<file path="src/rtl/instruction_fetch_unit.sv">
`default_nettype none
// ============================================================================
// Module      : instruction_fetch_unit
// Description : Fetch front end. Issues word fetches over req/gnt/rvalid,
//               buffers responses in order and hands {instr, pc} to decode.
// Revision    : 1.0 - initial release
// ============================================================================
module instruction_fetch_unit #(
    parameter logic [31:0] RESET_PC   = 32'h0000_0000,
    parameter int          FIFO_DEPTH = 2,
    parameter logic [31:0] NOP_INSTR  = 32'h0000_0013
) (
    input  logic        clk,
    input  logic        resetn,
    output logic        imem_req,
    output logic [31:0] imem_addr,
    input  logic        imem_gnt,
    input  logic        imem_rvalid,
    input  logic [31:0] imem_rdata,
    input  logic        redirect_valid,
    input  logic [31:0] redirect_pc,
    output logic        instr_valid,
    input  logic        instr_ready,
    output logic [31:0] instr,
    output logic [31:0] instr_pc
);

    localparam int c_ptr_w = (FIFO_DEPTH > 1) ? $clog2(FIFO_DEPTH) : 1;
    localparam int c_cnt_w = c_ptr_w + 1;
    localparam logic [c_cnt_w:0] c_depth = (c_cnt_w + 1)'(FIFO_DEPTH);

    typedef enum logic [0:0] {
        S_BOOT = 1'b0,
        S_RUN  = 1'b1
    } state_t;

    state_t r_state;
    state_t w_state_next;

    logic [31:0]        r_fetch_pc;
    logic [c_cnt_w-1:0] r_outstanding;
    logic [c_cnt_w-1:0] r_discard;
    logic [c_cnt_w-1:0] r_fifo_count;
    logic [c_ptr_w-1:0] r_fifo_rd;
    logic [c_ptr_w-1:0] r_fifo_wr;
    logic [c_ptr_w-1:0] r_pcq_rd;
    logic [c_ptr_w-1:0] r_pcq_wr;
    logic [31:0]        r_pcq        [FIFO_DEPTH];
    logic [31:0]        r_fifo_instr [FIFO_DEPTH];
    logic [31:0]        r_fifo_pc    [FIFO_DEPTH];

    logic               w_resp;
    logic               w_drop;
    logic               w_push;
    logic               w_pop;
    logic               w_grant;
    logic [c_cnt_w:0]   w_occupancy;
    logic [c_ptr_w-1:0] w_next_idx;

    assign w_resp  = imem_rvalid && (r_outstanding != '0);
    assign w_drop  = w_resp && (r_discard != '0);
    assign w_push  = w_resp && !w_drop && !redirect_valid;
    assign w_pop   = instr_valid && instr_ready && !redirect_valid;
    assign w_grant = imem_req && imem_gnt;

    // A same-cycle pop frees a slot, which lets zero-latency memory stream
    // one word per cycle with only two buffer entries.
    assign w_occupancy = {1'b0, r_outstanding} + {1'b0, r_fifo_count}
                       - {{c_cnt_w{1'b0}}, w_pop};

    always_comb begin
        w_state_next = r_state;
        imem_req     = 1'b0;
        case (r_state)
            S_BOOT: w_state_next = S_RUN;
            S_RUN:  imem_req = !redirect_valid && (w_occupancy < c_depth);
        endcase
    end

    // Oldest in-flight request that will actually be delivered.
    assign w_next_idx = r_pcq_rd + r_discard[c_ptr_w-1:0];

    assign imem_addr   = r_fetch_pc;
    assign instr_valid = (r_fifo_count != '0);
    assign instr       = instr_valid ? r_fifo_instr[r_fifo_rd] : NOP_INSTR;
    assign instr_pc    = instr_valid ? r_fifo_pc[r_fifo_rd]
                       : ((r_outstanding > r_discard) ? r_pcq[w_next_idx] : r_fetch_pc);

    always_ff @(posedge clk or negedge resetn) begin
        if (!resetn) begin
            r_state       <= S_BOOT;
            r_fetch_pc    <= RESET_PC;
            r_outstanding <= '0;
            r_discard     <= '0;
            r_fifo_count  <= '0;
            r_fifo_rd     <= '0;
            r_fifo_wr     <= '0;
            r_pcq_rd      <= '0;
            r_pcq_wr      <= '0;
        end else begin
            r_state <= w_state_next;

            if (redirect_valid) begin
                r_fetch_pc <= {redirect_pc[31:2], 2'b00};
            end else if (w_grant) begin
                r_fetch_pc <= r_fetch_pc + 32'd4;
            end

            r_outstanding <= r_outstanding + c_cnt_w'(w_grant) - c_cnt_w'(w_resp);

            // Every request still in flight at a redirect is stale, so the
            // drop count becomes what remains outstanding after this cycle.
            if (redirect_valid) begin
                r_discard <= r_outstanding - c_cnt_w'(w_resp);
            end else if (w_drop) begin
                r_discard <= r_discard - c_cnt_w'(1);
            end

            if (w_grant) begin
                r_pcq_wr <= r_pcq_wr + c_ptr_w'(1);
            end
            if (w_resp) begin
                r_pcq_rd <= r_pcq_rd + c_ptr_w'(1);
            end

            if (redirect_valid) begin
                r_fifo_count <= '0;
                r_fifo_rd    <= '0;
                r_fifo_wr    <= '0;
            end else begin
                if (w_push) begin
                    r_fifo_wr <= r_fifo_wr + c_ptr_w'(1);
                end
                if (w_pop) begin
                    r_fifo_rd <= r_fifo_rd + c_ptr_w'(1);
                end
                r_fifo_count <= r_fifo_count + c_cnt_w'(w_push) - c_cnt_w'(w_pop);
            end
        end
    end

    always_ff @(posedge clk) begin
        if (w_grant) begin
            r_pcq[r_pcq_wr] <= r_fetch_pc;
        end
        if (w_push) begin
            r_fifo_instr[r_fifo_wr] <= imem_rdata;
            r_fifo_pc[r_fifo_wr]    <= r_pcq[r_pcq_rd];
        end
    end

`ifndef SYNTHESIS
    a_no_orphan_rvalid: assert property (@(posedge clk) disable iff (!resetn)
        imem_rvalid |-> (r_outstanding != '0));
`endif

endmodule
`default_nettype wire

</file>
<file path="config.mk">
export PLATFORM = sky130hd
export DESIGN_NAME = instruction_fetch_unit
export DESIGN_NICKNAME = d
export VERILOG_FILES = /design/src/rtl/instruction_fetch_unit.sv
export SDC_FILE = /design/constraint.sdc
export NUM_CORES = 1
export LEC_CHECK = 0
export ABC_AREA = 1
export CAP_MARGIN = 25
export CORE_UTILIZATION = 40
export CTS_CLUSTER_DIAMETER = 50
export DETAILED_ROUTE_END_ITERATION = 8
export GPL_ROUTABILITY_DRIVEN = 0
export MAX_ROUTING_LAYER = met4
export PLACE_DENSITY_LB_ADDON = 0.3
export REMOVE_ABC_BUFFERS = 1
export SLEW_MARGIN = 20
export SYNTH_ARGS = -nofsm -noshare
export SYNTH_HDL_FRONTEND = slang
export SYNTH_SLANG_ARGS = --single-unit
</file>
<file path="constraint.sdc">
create_clock -name clk -period 13 [get_ports clk]
set_clock_uncertainty 0.1 [all_clocks]
set_input_delay 2.6 -clock clk [delete_from_list [all_inputs] [get_ports clk]]
set_output_delay 2.6 -clock clk [all_outputs]
set_load 0.03 [all_outputs]
</file>
==> results of run 1 <==
## worst register-to-register path: cells and delay by family (launching register included)
kind	cells	cell delay (ps)
flops	1	430
buf+inv	3	1680
fa+ha+maj	2	700
simple gates	6	1380
xor+xnor	1	290
## per-layer routing
layer / up-vias / GRT usage [%] / wire length [um]
met5: - / - / 0
met4: 0 / 6.05 / 569
met3: 43 / 2.85 / 1800
met2: 272 / 31.9 / 12300
met1: 3837 / 26.0 / 12000
li1: 4002 / - / -
## registers in the layout, summed over array words and instances, names as in the netlist, 2 cells and up
name	cells
r_fifo_instr	64
r_fifo_pc	60
r_pcq	60
imem_addr	30
r_discard	2
r_fifo_count	2
r_outstanding	2
## synth_stat cells, drive strengths merged (2+ instances only)
library cell    n
or2             2
xor2            6
xnor2           8
nand3          76
inv            88
o211ai          8
ha             11
edfxtp        184
o21bai          7
buf            29
dfrtp          41
a21oi         113
nor2           77
and2            2
conb            2
o21ai          62
clkbuf         26
nand2         362
## path summary, 6_finish.rpt
kind | end | slack [ps] | depth (start not counted)
max in group asynchronous | r_pcq_rd | 10380 | 2
min in group asynchronous | r_discard[1] | 1910 | 1
setup / recovery | imem_req | 4750 | 9
hold / removal | r_outstanding[0] | 430 | 1
setup reg to reg | r_pcq[1][5] | 8050 | 12
hold reg to reg | r_outstanding[0] | 430 | 1
## cell families (layout without fill, tap and decap cells)
family                     count (synthesis)  after routing  share of synthesized area (%)
xor gates and xnor gates                  14             14                           1.33
AOI/OAI and AO/OA                        191            191                           9.35
and+or+nand+nor                          521            521                           20.2
adders and majority gates                 12             12                           1.48
other                                      2              5                         0.0706
buffers and inverters                    144            311                           5.99
DFF                                      225            225                           61.6
## cell type report
| type | count | area, um2 | share of cell area, % |
|---|---|---|---|
| clock inverters | 14 | 119 | 0.889 |
| inverters | 89 | 339 | 2.54 |
| well taps | 335 | 419 | 3.13 |
| clock buffers | 36 | 752 | 5.62 |
| flip-flops and latches | 225 | 6560 | 49.0 |
| repair buffers | 172 | 1700 | 12.7 |
| multi-input cells | 743 | 3490 | 26.1 |
## power by group through the flow
stage          Combinational [mW]  Clock, mW  Sequential (mW)
2_1_floorplan               0.900          0             1.01
3_3_place_gp                 1.53          0             1.00
3_5_place_dp                 1.55          0             1.00
4_1_cts                      1.55      0.744            0.989
5_1_grt                      1.67      0.769             1.00
6_report                     1.54      0.730            0.990
## per-stage QoR
step | power (mW) | hold WS [ps] | instances
floorplan | 1.91 | 360 | 1057
global placement | 2.53 | 413 | 1563
detailed placement | 2.55 | 426 | 1563
CTS | 3.29 | 438 | 1613
global route | 3.44 | 479 | 1614
finish | 3.26 | 433 | 1614
==> impl_metrics.ini, run 1 <==
[min_path]
worstHoldPathType = reg -> reg
hp-start = r_outstanding[0]

[routing]
drc = 0
ant_nets = 0
drt_pre_antenna_iters = 5
vias_per_cell = 5.05
via_count = 8154
drt-initial-drc-count = 521
wl_per_cell_um = 16.5
totalWireLength_um = 26600

[worst_setup_path]
crit_slowest_cell = clkdlybuf4s50_1
max_stage_delay_ps = 680
r2r_start = r_fifo_count[1]
crit_arrival_ps = 5550
start_kind = input pin
end_kind = output pin
crit_fanout = 35
path_buf_inv = 3
crit_chain = clkdlybuf4s50_1 -> buf_4 -> nor2_1 -> ha_1 -> or2_2 -> fa_1 -> nand3_1 -> nor2_1 -> clkdlybuf4s50_1
required_ps = 10300
cp-startpoint = redirect_valid
worst-setup-path-type = in -> out
crit_family = buffers and inverters

[timing]
hold_viol = 0
fmax_mhz = 121
timing.final.crit_share_pct = 63.5
finalSetupViolCount = 0
max-slew-margin-rel_pct = 36.3
finalWorstSetupSlack_ps = 4750
finalSetupTns_ps = 0
drv_slew = 0
period_needed_ps = 8250
worst_slew_pin_slew_ps = 956
rsz0062_at_grt = false

[logic_synthesis]
synth.avg_cell_area_um2 = 9.59
synth_area_um2 = 10600
synthCells = 1109
synth_top_area_share_pct = 51.9
ys_async_sr_fraction_pct = 18.2
yosys_warnings = 0
ys_ff_latch = 225
ys.flop_type = edfxtp_1
yosys-top-cells-area = edfxtp_1, nand2_1, dfrtp_1
yosys.area.top_type = edfxtp_1
synth_cell_types = 32
seq_area_frac_synth_pct = 61.6
synth_edf_count = 184

[global_route]
grt_use_total_pct = 19.8
grt_pass1_wl_um = 40500
grt_max_degree = 64
grt_pass1_vias = 7656
antenna_found_initial = 0
overflow = 0

[placement]
io_buffers = 161
place_area_um2 = 12500
post-place-ws_ps = 4760
dpl.hpwl_um = 15800

[clocking]
clk_pin_slew_ps = 50
insertion_delay_ps = 540
cts.sinks = 225
root_buffer = clkbuf_16
numCtsBuffers = 28
ctsLongestPathBuffers = 3
postCtsHoldBufs = 0
htree_num_levels = 1
cts_resized = 0
post_cts_buffers = 0
cts_tree = yes

[die]
placeableCoreArea_um2 = 26100
start_util_pct = 40.8
die_y_um = 165
die_x_um = 165
pin_count = 168
dieArea_um2 = 27300
num_rows = 59

[power_and_ir_drop]
switching_share_pct = 42.4
power_frac_clock_pct = 22.4
power_density_nw_per_um2 = 244
irDropWorstVdd_mv = 0.209
comb_power_share_pct = 47.2
power_leakage_nw = 5.23
p_int_mw = 1.88
seqPwrFrac_pct = 30.4
p_sw_mw = 1.38

[layout]
nFillCells = 2326
final_common_cell = nand2_1
layout_common_cells = nand2_1, edfxtp_1, clkdlybuf4s50_1, a21oi_1, inv_1
fin_util_pct = 51.3
nNetsFinal = 1341
drive_gt1_share_pct = 6.41
antenna_cells = 0
syn_to_final_growth_pct = 25.7
fin_area_um2 = 13400

[job]
cap_viol_max_count = 0

[run_status]
status = complete, no violations
Power figures use the tool's default switching activity.
==> run 2, diff against run 1 <==
==> constraint.sdc (replaced) <==
create_clock -name clk -period 8.05 [get_ports clk]
set_clock_uncertainty 0.1 [all_clocks]
set_input_delay 1.61 -clock clk [delete_from_list [all_inputs] [get_ports clk]]
set_output_delay 1.61 -clock clk [all_outputs]
set_load 0.03 [all_outputs]
==> run 2 against run 1 <==
First-iteration DRC count rose by 29%. Via count is 0.42% higher. Critical path depth rose by 2. Count of clock-buffer cells in the layout grew 5. Flip-flop and latch count is the same. Non-clock buffer count unchanged. Core utilization up 0.31 points. Register-to-register slack lost 4900 ps. Clock power grew 71%. Critical path type is now reg -> out.
==> impl_metrics.ini, run 2 (same netlist as run 1, synthesis figures left out) <==
[routing]
drt-initial-drc-count = 670
vias_per_cell = 5.06
totalWireLength_um = 27000
wl_per_cell_um = 16.7
ant_nets = 0
drc = 0
via_count = 8188
drt_pre_antenna_iters = 5

[layout]
drive_gt1_share_pct = 7.09
final_common_cell = nand2_1
largest-register = r_fifo_instr
antenna_cells = 0
syn_to_final_growth_pct = 26.5
largest_register_ffs = 64
layout_common_cells = nand2_1, edfxtp_1, clkdlybuf4s50_1, a21oi_1, inv_1
seq_area_um2 = 6550
nNetsFinal = 1342
nFillCells = 2346
multi_input_area_um2 = 3490
top_regs = r_fifo_instr (64), r_fifo_pc (60), r_pcq (60)

[clocking]
insertion_delay_ps = 540
cts_resized = 0
clk_pin_slew_ps = 60
numCtsBuffers = 29
htree_num_levels = 1
cts_tree = yes
cts.sinks = 225
postCtsHoldBufs = 0
ctsLongestPathBuffers = 3
post_cts_buffers = 0
root_buffer = clkbuf_16

[power_and_ir_drop]
power_leakage_nw = 5.27
irDropWorstVdd_mv = 0.299
power_density_nw_per_um2 = 398

[placement]
post-place-ws_ps = 2030
io_buffers = 161
dpl.hpwl_um = 16200

[timing]
drv_slew = 0
worst_slew_pin_slew_ps = 913
rsz0062_at_grt = false
finalSetupTns_ps = 0
hold_viol = 0
timing.final.crit_share_pct = 78.7
period_needed_ps = 6330
finalSetupViolCount = 0
fmax_mhz = 158
max-slew-margin-rel_pct = 39.1
finalWorstSetupSlack_ps = 1720

[die]
die_x_um = 165
dieArea_um2 = 27300
num_rows = 59
start_util_pct = 40.8
die_y_um = 165
placeableCoreArea_um2 = 26100
pin_count = 168

[worst_setup_path]
r2r_end = r_pcq[0][8]
r2r_setup_slack_ps = 3150
reg2regPathDepth = 12
max_stage_delay_ps = 670
crit_arrival_ps = 4620
end_kind = output pin
crit_fanout = 60
r2r_start = r_fifo_count[1]
required_ps = 6340
crit_path_frequent_cell = nor2_1
start_kind = register
crit_chain = nor2_4 -> buf_4 -> inv_2 -> nand2_1 -> nor2_1 -> ha_1 -> or2_2 -> fa_1 -> nand3_1 -> nor2_1 -> clkdlybuf4s50_1
crit_slowest_cell = clkdlybuf4s50_1
worst-setup-path-type = reg -> out

[run_status]
status = complete, no violations

[min_path]
hold_depth = 1
worstHoldPathType = reg -> reg
hold_path_end = r_outstanding[0]
hp-start = r_outstanding[0]

[global_route]
grt_pass1_vias = 7863
overflow = 0
grt_use_total_pct = 20.4
antenna_found_initial = 0
grt_max_degree = 64
grt_pass1_wl_um = 41600

[job]
cap_viol_max_count = 0
## run 2: changes by cell type in the layout (fill, tap and decap cells not counted), moves of 2 or more
cell	previous run	this run
clkbuf_8	0	4
clkinv_1	5	1
clkinvlp_4	1	4
clkbuf_16	29	31
## run 2: routing by layer
layer	GRT usage, %	vias up	routed length [um]
li1	-	4015	-
met1	26.5	3876	12000
met2	34.0	257	12700
met3	2.67	40	1730
met4	4.59	0	560
met5	-	-	0
## run 2: report_power, final
group          total, mW  leakage (nW)  switching [mW]  internal [mW]
clock network       1.25         0.456           0.499          0.746
registers           1.55          2.17           0.116           1.43
logic               2.57          2.65            1.65          0.918
## run 2: critical path, delay by kind of cell (launching register included)
kind                       cells  cell delay, ps
and+or+nand+nor                6             980
adders and majority gates      2             760
DFF                            1             430
buffers and inverters          3            1860
## run 2: area by class of cell
class,instances,share of cell area [%]
Clock buffer,41,6.34
Inverter,89,2.52
Clock inverter,13,0.735
Timing Repair Buffer,172,12.7
Multi-Input combinational cell,743,25.9
Tap cell,335,3.11
Sequential cell,225,48.7
## run 2: how the worst max path moves through the flow
stage	startpoint	slack (ps)	depth (start not counted)	to
finish	r_fifo_count[1]	1720	11	imem_req
detailed placement	instr_ready	2030	9	imem_req
global placement	instr_ready	2050	9	imem_req
global route	r_fifo_count[1]	1480	11	imem_req
floorplan	redirect_valid	1130	3	r_fifo_instr[1][0]
CTS	r_fifo_count[1]	1680	11	imem_req
## run 2: through the flow
stage / total power [mW] / utilization [%] / hold slack (ps) / instance area [um2] / std cells
2_1_floorplan: 3.09 / - / 360 / 10400 / 1057
3_3_place_gp: 4.08 / 47.9 / 418 / 12500 / 1563
3_5_place_dp: 4.15 / 48.0 / 431 / 12500 / 1564
4_1_cts: 5.41 / 51.6 / 442 / 13500 / 1618
5_1_grt: 5.66 / 51.6 / 470 / 13500 / 1618
6_report: 5.36 / 51.6 / 436 / 13500 / 1618
==> run 3, diff against run 2 <==
==> constraint.sdc (replaced) <==
create_clock -name clk -period 5.7 [get_ports clk]
set_clock_uncertainty 0.1 [all_clocks]
set_input_delay 1.14 -clock clk [delete_from_list [all_inputs] [get_ports clk]]
set_output_delay 1.14 -clock clk [all_outputs]
set_load 0.03 [all_outputs]
==> run 3 against run 2 <==
Register-to-register slack got worse by 950 ps. Routed wire length hardly changed. Critical path depth fell by 3. Highest routed layer unchanged.
==> impl_metrics.ini, run 3 (same netlist as run 1, synthesis figures left out) <==
[routing]
wl_per_cell_um = 16.7
ant_nets = 0
wl_met1_um = 12300
wl_met2_um = 12500
drt-initial-drc-count = 621
drc = 0
highest_layer = met4
vias_per_cell = 5.10
via_count = 8249
route.met3.wl_um = 1830
totalWireLength_um = 27000
drt_pre_antenna_iters = 5

[die]
dieArea_um2 = 27300
die_y_um = 165
pin_count = 168
die_x_um = 165
num_rows = 59
start_util_pct = 40.8
placeableCoreArea_um2 = 26100

[worst_setup_path]
path_buf_inv = 2
max_stage_delay_ps = 710
required_ps = 4460
start_kind = register
crit_family = buffers and inverters
crit_arrival_ps = 3490
crit_chain = ha_1 -> nand2_1 -> nand2_1 -> nand2_2 -> buf_4 -> a21oi_1 -> a21oi_1 -> clkdlybuf4s50_1
end_kind = output pin
worst-setup-path-type = reg -> out
crit_fanout = 35
crit_slowest_cell = clkdlybuf4s50_1

[clocking]
clk_pin_slew_ps = 60
insertion_delay_ps = 530
cts_tree = yes
postCtsHoldBufs = 0
cts.sinks = 225
ctsLongestPathBuffers = 3
cts_resized = 0
root_buffer = clkbuf_16
post_cts_buffers = 0
htree_num_levels = 1
numCtsBuffers = 29

[layout]
final_common_cell = nand2_1
top_regs = r_fifo_instr (64), r_fifo_pc (60), r_pcq (60)
layout_common_cells = nand2_1, edfxtp_1, clkdlybuf4s50_1, a21oi_1, inv_1
drive_gt1_share_pct = 7.40
fin_area_um2 = 13500
nNetsFinal = 1344
stdcell_count = 1618
largest-register = r_fifo_instr
fin_util_pct = 51.7
antenna_cells = 0
syn_to_final_growth_pct = 26.7
largest_register_ffs = 64

[power_and_ir_drop]
power_leakage_nw = 5.29
power_frac_clock_pct = 23.6
irDropWorstVdd_mv = 0.317
power_mw = 7.63
comb_power_share_pct = 47.7
p_sw_mw = 3.20
power_density_nw_per_um2 = 566
p_int_mw = 4.43
switching_share_pct = 42.0
seqPwrFrac_pct = 28.8

[timing]
finalSetupViolCount = 0
finalWorstSetupSlack_ps = 970
hold_viol = 0
worst_slew_pin_slew_ps = 969
timing.final.crit_share_pct = 83.0
max-slew-margin-rel_pct = 35.4
rsz0062_at_grt = false
finalSetupTns_ps = 0
fin_hold_ws_ps = 435
fmax_mhz = 211
drv_slew = 0
period_needed_ps = 4730

[global_route]
grt_pass1_vias = 7897
grt_max_degree = 63
grt_pass1_wl_um = 42200
overflow = 0
antenna_found_initial = 0
grt_use_total_pct = 20.7

[run_status]
status = complete, no violations

[placement]
dpl.hpwl_um = 16200
placed_cells = 1565
post-place-ws_ps = 1140
io_buffers = 161
place_area_um2 = 12500

[min_path]
worstHoldPathType = reg -> reg

[job]
cap_viol_max_count = 0
==> run 3: cell count changes in the layout (fill, tap and decap cells not counted), moves of 2 or more <==
cell	previous run	this run
clkbuf_16	31	29
buf_4	11	14
bufinv_16	0	3
clkbuf_1	6	3
clkinv_2	2	5
clkbuf_8	4	1
==> run 3: worst reg2reg max path, delay by kind of cell, from the launching register on <==
kind / cells / cell delay (ps)
fa+ha+maj: 2 / 680
simple gates: 6 / 1190
buf+inv: 2 / 470
flops: 1 / 420
xor+xnor: 1 / 270
==> run 3: final timing paths <==
path                                  startpoint                to  slack (ps)  depth (start not counted)
worst max register to register   r_fifo_count[1]      r_pcq[0][21]        2200                         11
worst min register to register  r_outstanding[0]  r_outstanding[0]         440                          1
worst max-delay path            r_outstanding[1]       instr_pc[2]         970                          8
max in group asynchronous                 resetn          r_pcq_rd        4600                          1
min in group asynchronous                 resetn           r_state         490                          1
worst min-delay path            r_outstanding[0]  r_outstanding[0]         440                          1
==> run 3: power by group through the flow <==
stage / registers (mW) / clock network, mW / logic (mW)
floorplan: 2.31 / 0 / 2.05
global placement: 2.22 / 0 / 3.55
detailed placement: 2.23 / 0 / 3.59
CTS: 2.20 / 1.83 / 3.61
global route: 2.22 / 1.90 / 3.93
finish: 2.20 / 1.80 / 3.64
==> run 3: layer usage <==
| layer | GRT usage, % | vias up |
|---|---|---|
| met3 | 2.85 | 33 |
| met1 | 28.2 | 3932 |
| met4 | 5.42 | 0 |
| met5 | - | - |
| met2 | 32.6 | 281 |
| li1 | - | 4003 |
==> run 3: area by class of cell <==
| cell class | instances | area, um2 |
|---|---|---|
| Sequential cell | 225 | 6550 |
| Multi-Input combinational cell | 743 | 3490 |
| Clock buffer | 33 | 751 |
| Clock inverter | 19 | 205 |
| Inverter | 89 | 339 |
| Tap cell | 335 | 419 |
| Fill cell | 2296 | 12600 |
| Timing Repair Buffer | 174 | 1720 |
